<file path="src/rtl/sprite_path_mover.sv">
// rtl/sprite_path_mover.sv - tick-paced diagonal sprite mover validated against a writable segment table
// Optional TELEPORT_EN: a step onto (TP_X,TP_Y) is always legal and relocates the sprite to (TP_DX,TP_DY).
module sprite_path_mover #(
    parameter int XW       = 9,
    parameter int YW       = 8,
    parameter int NUM_SEG  = 8,
    parameter int STEP     = 1,
    parameter int TICK_DIV = 6250000,
    parameter int START_X  = 95,
    parameter int START_Y  = 221,
    parameter int MAX_X    = 319,
    parameter int MAX_Y    = 239,
    parameter int TP_X     = 120,
    parameter int TP_Y     = 196,
    parameter int TP_DX    = 126,
    parameter int TP_DY    = 68,
    localparam int AW      = (NUM_SEG > 1) ? $clog2(NUM_SEG) : 1,
    localparam int SW      = 2 + 3 * XW
) (
    input  logic          clock,
    input  logic          resetn,
    input  logic          move,
    input  logic [1:0]    dir,
    input  logic          seg_we,
    input  logic [AW-1:0] seg_addr,
    input  logic [SW-1:0] seg_data,
    input  logic          doneBG,
    input  logic          doneChar,
    output logic [XW-1:0] xCoordinate,
    output logic [YW-1:0] yCoordinate,
    output logic          drawBG,
    output logic          drawChar,
    output logic          busy,
    output logic          cfg_ready,
    output logic          moved,
    output logic          rejected
);

    localparam int CW = (TICK_DIV > 1) ? $clog2(TICK_DIV) : 1;
    localparam logic [CW-1:0]     TICK_LAST = CW'(TICK_DIV - 1);
    localparam logic signed [XW:0] STEP_X   = (XW+1)'(STEP);
    localparam logic signed [YW:0] STEP_Y   = (YW+1)'(STEP);
    localparam logic signed [XW:0] ONE_X    = (XW+1)'(1);
    localparam logic signed [YW:0] ONE_Y    = (YW+1)'(1);
    localparam logic signed [XW:0] MAX_XS   = (XW+1)'(MAX_X);
    localparam logic signed [YW:0] MAX_YS   = (YW+1)'(MAX_Y);
    localparam logic [AW-1:0]      LAST_IDX = AW'(NUM_SEG - 1);
`ifdef TELEPORT_EN
    localparam bit TP_ON = 1'b1;
`else
    localparam bit TP_ON = 1'b0;
`endif

    typedef enum logic [2:0] {S_IDLE, S_CHECK, S_ERASE, S_UPDATE, S_DRAW} state_t;

    state_t               state;
    logic [CW-1:0]        tick_cnt;
    logic                 tick;
    logic                 pend;
    logic [1:0]           dir_q;
    logic [1:0]           dir_use;
    logic                 accept;
    logic signed [XW:0]   xs;
    logic signed [YW:0]   ys;
    logic signed [XW:0]   nx;
    logic signed [YW:0]   ny;
    logic [AW-1:0]        idx;
    logic                 tp_q;

    logic [SW-2:0]        seg_geom [NUM_SEG];
    logic [NUM_SEG-1:0]   seg_valid;
    logic                 wr_ok;

    logic [SW-2:0]        cur;
    logic                 cur_slope;
    logic [XW-1:0]        cur_c;
    logic [XW-1:0]        cur_xmin;
    logic [XW-1:0]        cur_xmax;
    logic signed [XW:0]   nyx;
    logic signed [XW:0]   sum;
    logic signed [XW:0]   diff;
    logic                 in_x;
    logic                 seg_hit;
    logic                 tp_hit;
    logic                 oob;

    assign tick = (tick_cnt == TICK_LAST);

    always_ff @(posedge clock) begin
        if (!resetn || tick)
            tick_cnt <= '0;
        else
            tick_cnt <= tick_cnt + 1'b1;
    end

    assign accept  = (state == S_IDLE) && tick && (move || pend);
    assign dir_use = move ? dir : dir_q;

    // A request arriving in the accepting cycle stays pending on purpose: move may be a level.
    always_ff @(posedge clock) begin
        if (!resetn) begin
            pend  <= 1'b0;
            dir_q <= 2'd0;
        end else if (move) begin
            pend  <= 1'b1;
            dir_q <= dir;
        end else if (accept) begin
            pend  <= 1'b0;
        end
    end

    assign wr_ok = seg_we && cfg_ready && ({1'b0, seg_addr} < (AW+1)'(NUM_SEG));

    always_ff @(posedge clock) begin
        if (!resetn)
            seg_valid <= '0;
        else if (wr_ok)
            seg_valid[seg_addr] <= seg_data[SW-1];
    end

    always_ff @(posedge clock) begin
        if (wr_ok)
            seg_geom[seg_addr] <= seg_data[SW-2:0];
    end

    assign xs = $signed({1'b0, xCoordinate});
    assign ys = $signed({1'b0, yCoordinate});

    assign cur       = seg_geom[idx];
    assign cur_slope = cur[SW-2];
    assign cur_c     = cur[3*XW-1:2*XW];
    assign cur_xmin  = cur[2*XW-1:XW];
    assign cur_xmax  = cur[XW-1:0];

    // Line equations are evaluated exactly at XW+1 bits; negative differences never equal an unsigned c.
    assign nyx     = (XW+1)'(ny);
    assign sum     = nx + nyx;
    assign diff    = nx - nyx;
    assign in_x    = (nx >= $signed({1'b0, cur_xmin})) && (nx <= $signed({1'b0, cur_xmax}));
    assign seg_hit = seg_valid[idx] && in_x &&
                     (cur_slope ? (diff == $signed({1'b0, cur_c})) : (sum == $signed({1'b0, cur_c})));
    assign tp_hit  = TP_ON && (nx == (XW+1)'(TP_X)) && (ny == (YW+1)'(TP_Y));
    assign oob     = (nx < ONE_X) || (ny < ONE_Y) || (nx > MAX_XS) || (ny > MAX_YS);

    always_ff @(posedge clock) begin
        if (!resetn) begin
            state       <= S_IDLE;
            xCoordinate <= XW'(START_X);
            yCoordinate <= YW'(START_Y);
            drawBG      <= 1'b0;
            drawChar    <= 1'b0;
            busy        <= 1'b0;
            cfg_ready   <= 1'b1;
            moved       <= 1'b0;
            rejected    <= 1'b0;
            nx          <= '0;
            ny          <= '0;
            idx         <= '0;
            tp_q        <= 1'b0;
        end else begin
            moved    <= 1'b0;
            rejected <= 1'b0;
            case (state)
                S_IDLE: begin
                    if (accept) begin
                        nx        <= dir_use[0] ? xs - STEP_X : xs + STEP_X;
                        ny        <= dir_use[1] ? ys - STEP_Y : ys + STEP_Y;
                        idx       <= '0;
                        state     <= S_CHECK;
                        busy      <= 1'b1;
                        cfg_ready <= 1'b0;
                    end
                end
                S_CHECK: begin
                    if (oob || (!tp_hit && !seg_hit && idx == LAST_IDX)) begin
                        rejected  <= 1'b1;
                        state     <= S_IDLE;
                        busy      <= 1'b0;
                        cfg_ready <= 1'b1;
                    end else if (tp_hit || seg_hit) begin
                        tp_q   <= tp_hit;
                        state  <= S_ERASE;
                        drawBG <= 1'b1;
                    end else begin
                        idx <= idx + 1'b1;
                    end
                end
                S_ERASE: begin
                    if (doneBG) begin
                        drawBG <= 1'b0;
                        moved  <= 1'b1;
                        state  <= S_UPDATE;
                    end
                end
                S_UPDATE: begin
                    xCoordinate <= tp_q ? XW'(TP_DX) : nx[XW-1:0];
                    yCoordinate <= tp_q ? YW'(TP_DY) : ny[YW-1:0];
                    drawChar    <= 1'b1;
                    state       <= S_DRAW;
                end
                S_DRAW: begin
                    if (doneChar) begin
                        drawChar  <= 1'b0;
                        busy      <= 1'b0;
                        cfg_ready <= 1'b1;
                        state     <= S_IDLE;
                    end
                end
                default: begin
                    state     <= S_IDLE;
                    drawBG    <= 1'b0;
                    drawChar  <= 1'b0;
                    busy      <= 1'b0;
                    cfg_ready <= 1'b1;
                end
            endcase
        end
    end

endmodule
</file>
<file path="config.mk">
export PLATFORM = sky130hd
export DESIGN_NAME = sprite_path_mover
export DESIGN_NICKNAME = d
export VERILOG_FILES = /design/src/rtl/sprite_path_mover.sv
export SDC_FILE = /design/constraint.sdc
export NUM_CORES = 1
export LEC_CHECK = 0
export BUFFER_PORTS_ARGS = -buffer_cell sky130_fd_sc_hd__buf_2
export CELL_PAD_IN_SITES_DETAIL_PLACEMENT = 1
export CELL_PAD_IN_SITES_GLOBAL_PLACEMENT = 1
export CORE_UTILIZATION = 50
export CTS_CLUSTER_SIZE = 16
export DETAILED_ROUTE_END_ITERATION = 7
export MAX_ROUTING_LAYER = met4
export PLACE_DENSITY_LB_ADDON = 0.1
export SLEW_MARGIN = 10
export SYNTH_ARGS = -nofsm -noshare
export SYNTH_HDL_FRONTEND = slang
export SYNTH_SLANG_ARGS = --single-unit
export TNS_END_PERCENT = 1
</file>
<file path="constraint.sdc">
create_clock -name clock -period 5.54 [get_ports clock]
set_input_delay 0.277 -clock clock [delete_from_list [all_inputs] [get_ports clock]]
set_output_delay 0.277 -clock clock [all_outputs]
set_load 0.02 [all_outputs]
</file>
* Word level (Yosys, flattened, before mapping) *
Memories as Yosys holds them, arrays and structs flattened. A register that Yosys moved wholly into a read port is not among the register bits.
Index checks and enable logic that the tools add are counted.
W data, S select, Z words.

storage, ports and cells
  memories = 1
  output and inout bits = 23
  register bits after elaboration = 82
  input bits = 40
  RAM bits = 224
  logic and storage cells = 122

memory list
  name      depth  bits a word  read ports  clocked after Yosys merged registers in  write ports  RTL line  RTL
  seg_geom  8      28           1           1                                        1            70        logic [SW-2:0] seg_geom [NUM_SEG];

operators by class
  add/subtract/negate cells = 8
  reduce and logical (&&, ||, !) cells = 30
  equal/unequal tests = 16
  multiplexer cells = 39
  bitwise gates (word level) = 3
  magnitude comparators = 9

operators by type and width
  operator                 count
  $mux W3                  10
  $add A23 B1 Y23 const B  1
  $eq A23 B23 Y1 const B   1
  $eq A10 B10 Y1           2
  $mux W1                  17
  $reduce_and A4 Y1        4
  $pmux W3 S5              1
  $ne A2 B2 Y1 const B     7
  $add A10 B9 Y10          1
  $add A9 B1 Y10 const B   1
  $ge A10 B10 Y1           1
  $gt A10 B10 Y1 const B   1
  $le A10 B10 Y1           1
  $lt A10 B2 Y1 const B    1
  $mux W10                 1
  $sub A10 B9 Y10          1
  $sub A9 B1 Y10 const B   1
  $add A8 B1 Y9 const B    1
  $gt A9 B9 Y1 const B     1
  $lt A9 B2 Y1 const B     1
  $mux W9                  1
  $sub A8 B1 Y9 const B    1
  $bwmux W8                1
  $logic_and A1 B1 Y1      8
  21 further kinds         39

* Longest topological paths before layout *
  word-level depth = 11
  gate-level depth with buffers = 17
  gate-level depth less buffers = 15

* Worst setup path before layout *
OpenSTA, ideal clock, no wires.

  kind = register -> register
  from = register with a tool-made name
  to = register cfg_ready
  data arrival time = 4.106 ns
  buffers on the path = 3
  slack = 1.312 ns
  period minus slack after synthesis = 4.228 ns
  required time = 5.418 ns
  stages on the path, launching flop included = 15
  library setup time = 0.122 ns
  cells stage by stage = dfxtp_1 > buf_2 > buf_1 > clkbuf_1 > mux4_2 > mux2i_1 > ha_1 > a21o_1 > a221oi_1 > a211oi_1 > nor3_1 > nand3_1 > nor4_4 > nor2b_2 > o311a_1

RTL lines
  what                    RTL line  RTL
  end signal: assignment  153       cfg_ready <= 1'b1;
  end signal: assignment  171       cfg_ready <= 1'b0;
  end signal: assignment  179       cfg_ready <= 1'b1;
  end: declaration        34        output logic cfg_ready,

==> summary.md <==
| Metric | Value |
|---|---|
| Status | finished clean |
| CTS tree | built |
| Die H | 167.0 microns |
| RSZ-0062 raised after global routing | no |
| CP max FO | 20 |
| Pint | roughly 3.8 mW |
| Post-CTS Resized | 0 |
| Worst path slowest cell | dfxtp_2 |
| Fmax | around 0.23 GHz |
| Final Power | roughly 4.8 mW |
| Ys async rst share | 0% |
| Critical Path, Cell by Cell | mux2i_4 -> nor2_1 -> a21oi_1 -> ha_1 -> nor2b_1 -> o21ai_0 -> o221ai_1 -> a31oi_1 -> o21ai_0 -> xnor2_1 -> nor4_4 -> nor2b_2 -> o311a_1 |
| Mean number of vias per cell | around 5.6 |
| RePlAce Congestion | 0.7776 |
| Most Frequent Cell on Critical Path | o21ai_0 |
| Crit-path max cell delay | about 0.86 ns |
| Top_reg_cell synth | edfxtp_1 |
| DP Worst Slack | 1.137 ns |
| Cts hold-fix bufs | 0 |
| Setup TNS | 0 ns |
| Final Hold Fails | 0 |
| DRT Wirelength | approximately 30 mm |
| DRC | 0 |
| Hold path cells | 1 |
| Combinational share of power | under 10% |
| Die Wd | 167.0 microns |
| Sw Ratio | a little over a fifth |
| Syn_nets | between 1,000 and 1,500 |
| PD cells | around 310 mW/mm^2 |
| Seq cells post-synth | 309 |
| Synth-to-Final Area Change | 13.27% |
| Initial antenna violation count | 1 |
| CTS root buffer | clkbuf_16 |
| Syn_area_per_cell | about 14 sq um |
| Flop pwr share | a little over half |
| Yosys warnings | 0 |
| CTS H-tree depth | 2 |
| Avg WL per Cell | between 20 and 25 microns |
| Period minus WS final | roughly 4.4 ns |
| Register area share after synthesis | approximately 62% |
| Static Leak | approximately 5.4 nW |
| Total gr overflow | 0 |
| Layout cells sized above 1 | 18.27% |
| Final worst-path cycle share | 78.76% |
| Synth area leader | edfxtp_1 |
| Via Count | 7,930 |
| CP startpoint kind | flip-flop |
| Port Buffers | 62 |
| CORE AREA | between 0.02 and 0.03 sq mm |
| Total track usage | a little under a quarter |
| Max Cap Violations | 0 |
| Die area | around 0.028 sq mm |
| Num CTS Buffers | 34 |
| Psw | just over 1 mW |
| DP HPWL | 19.11 mm |
| Clock Latency Late Sink | 0.52 ns |
| Starting density of the core | roughly half |
| R2R depth | 13 |
| Final ANT Viol Nets | 0 |
| Largest net degree at the start of global routing | between 60 and 70 |
| EDFF count, synth | between 200 and 250 |
| Critical path class | reg -> reg |
| Worst endpoint data arrival time | about 4.8 ns |
| Rows | 60 |
| I/O pins | between 60 and 70 |
| Post-layout util | between 50% and 60% |
| WP data required | just under 6 ns |
| Most common cell in the netlist | edfxtp_1 |
| Peak supply drop | between 0.2 and 0.3 mV |
| Setup-failing EPs final | 0 |
| # Post-CTS Setup Buffers | 0 |
| Post-Place Cells | about 1,300 |
| Post-layout worst setup margin | 1.177 ns |
| TritonCTS Sinks | around 310 |
| Slew headroom | a little under a quarter |
| Top cells by area, synth | edfxtp_1, dfxtp_1, mux4_2 |
| Clock slew at reported path FFs | 0.06 ns |
| Yosys top cell area share | between 40% and 50% |
| Cells after Synth | roughly 960 |
| Endpoint class of the critical path | flip-flop |
| Final net count | about 1,100 |
| Vias in the first global route | roughly 8,400 |
| Initial DRC Count | 519 |
| HP Class | in -> reg |
| Tightest Pin Transition | 1.156 ns |
| Pins Over Slew Limit | 0 |
| Yosys cell types | between 50 and 60 |
| Clk pwr share | between 40% and 50% |
| Max Clock Skew | 0.01952 ns |
| Pre-antenna DRT Iters | 5 |
| Synthesized area | 0.01362 sq mm |
| Layout Cells excl Fill | around 1,400 |
| Synth cell count leaders | edfxtp_1, nand2_1, dfxtp_1 |
| Clock Path Buffers | 3 |
| First-pass GRT wire length | around 48 mm |
-- power groups by stage --
stage,sequential [mW],clock (mW),combinational [mW]
floorplan,2.57,0,0.0941
global placement,2.57,0,0.165
detailed placement,2.58,0,0.169
CTS,2.53,2.20,0.170
global route,2.53,2.28,0.186
finish,2.53,2.15,0.166
-- final timing paths --
path / start / to / slack, ns
worst max-delay path: flip-flop / cfg_ready / 1.18
worst min-delay path: seg_data[1] / seg_geom[5][1] / 0.02
worst max register to register: flip-flop / cfg_ready / 1.18
worst min register to register: tick_cnt[0] / tick_cnt[0] / 0.44
-- layout by cell type, fill, tap and decap left out, drive strengths merged, types with 6 or more instances in the layout --
cell / count
a21o: 11
mux2: 8
mux4: 52
xnor2: 27
nor3: 13
o21ai: 38
nand2b: 12
and2: 11
nand3: 29
nor2b: 16
and3: 8
mux2i: 42
nand2: 95
a21boi: 19
nor2: 39
clkinv: 18
xor2: 28
clkbuf: 40
buf: 76
a21oi: 26
dfxtp: 85
ha: 47
inv: 27
edfxtp: 224
o211ai: 6
-- cells by family after synthesis --
family	count (synthesis)	synth area share, %
flip-flops	309	61.89
AND/OR/NAND/NOR	250	9.124
AO/OA/AOI/OAI	131	6.119
multiplexers	102	12.47
buffers and inverters	65	2.049
XOR/XNOR	55	3.593
adder cells (fa/ha/maj)	50	4.759
-- metal layers --
layer | global-route usage (%) | vias up | share of wire, %
li1 | - | 3781 | -
met1 | 30.33 | 3939 | 44
met2 | 38.20 | 168 | 49
met3 | 3.612 | 42 | 5.1
met4 | 5.435 | 0 | 1.7
met5 | - | - | 0
-- metrics by stage --
step	area, sq um	hold slack, ns
after detailed placement	14350	0.4380
after global placement	14350	0.4300
after global routing	15420	0.02079
final	15420	0.02017
after CTS	15420	0.003508
after floorplan	13620	0.3759
-- critical path, delay by kind of cell (launching register included) --
kind,cells,cell delay (ns)
AO/OA/AOI/OAI,6,1.60
adder cells (fa/ha/maj),1,0.27
flip-flops,1,0.86
AND/OR/NAND/NOR,4,0.85
multiplexers,1,0.49
XOR/XNOR,1,0.19
-- flip-flops by register name (all words and copies together), names as in the netlist, named ones only --
signal,flops
rejected,1
state,3
xCoordinate,9
tick_cnt,23
seg_valid,8
idx,3
pend,1
drawChar,1
seg_geom,224
busy,1
ny,9
drawBG,1
yCoordinate,8
dir_q,2
nx,10
cfg_ready,1
moved,1
-- area by class of cell --
cell class                 count  area [sq um]
clock inverter                22         173.9
timing repair buffer          76         427.9
sequential                   309          8432
clock buffer                  40         894.6
tap                          341         426.7
multi-input combinational    588          4966
antenna                        1         2.502
inverter                      27         101.3
fill                        2577         11380
No activity file was read; power rests on OpenSTA's default activity.
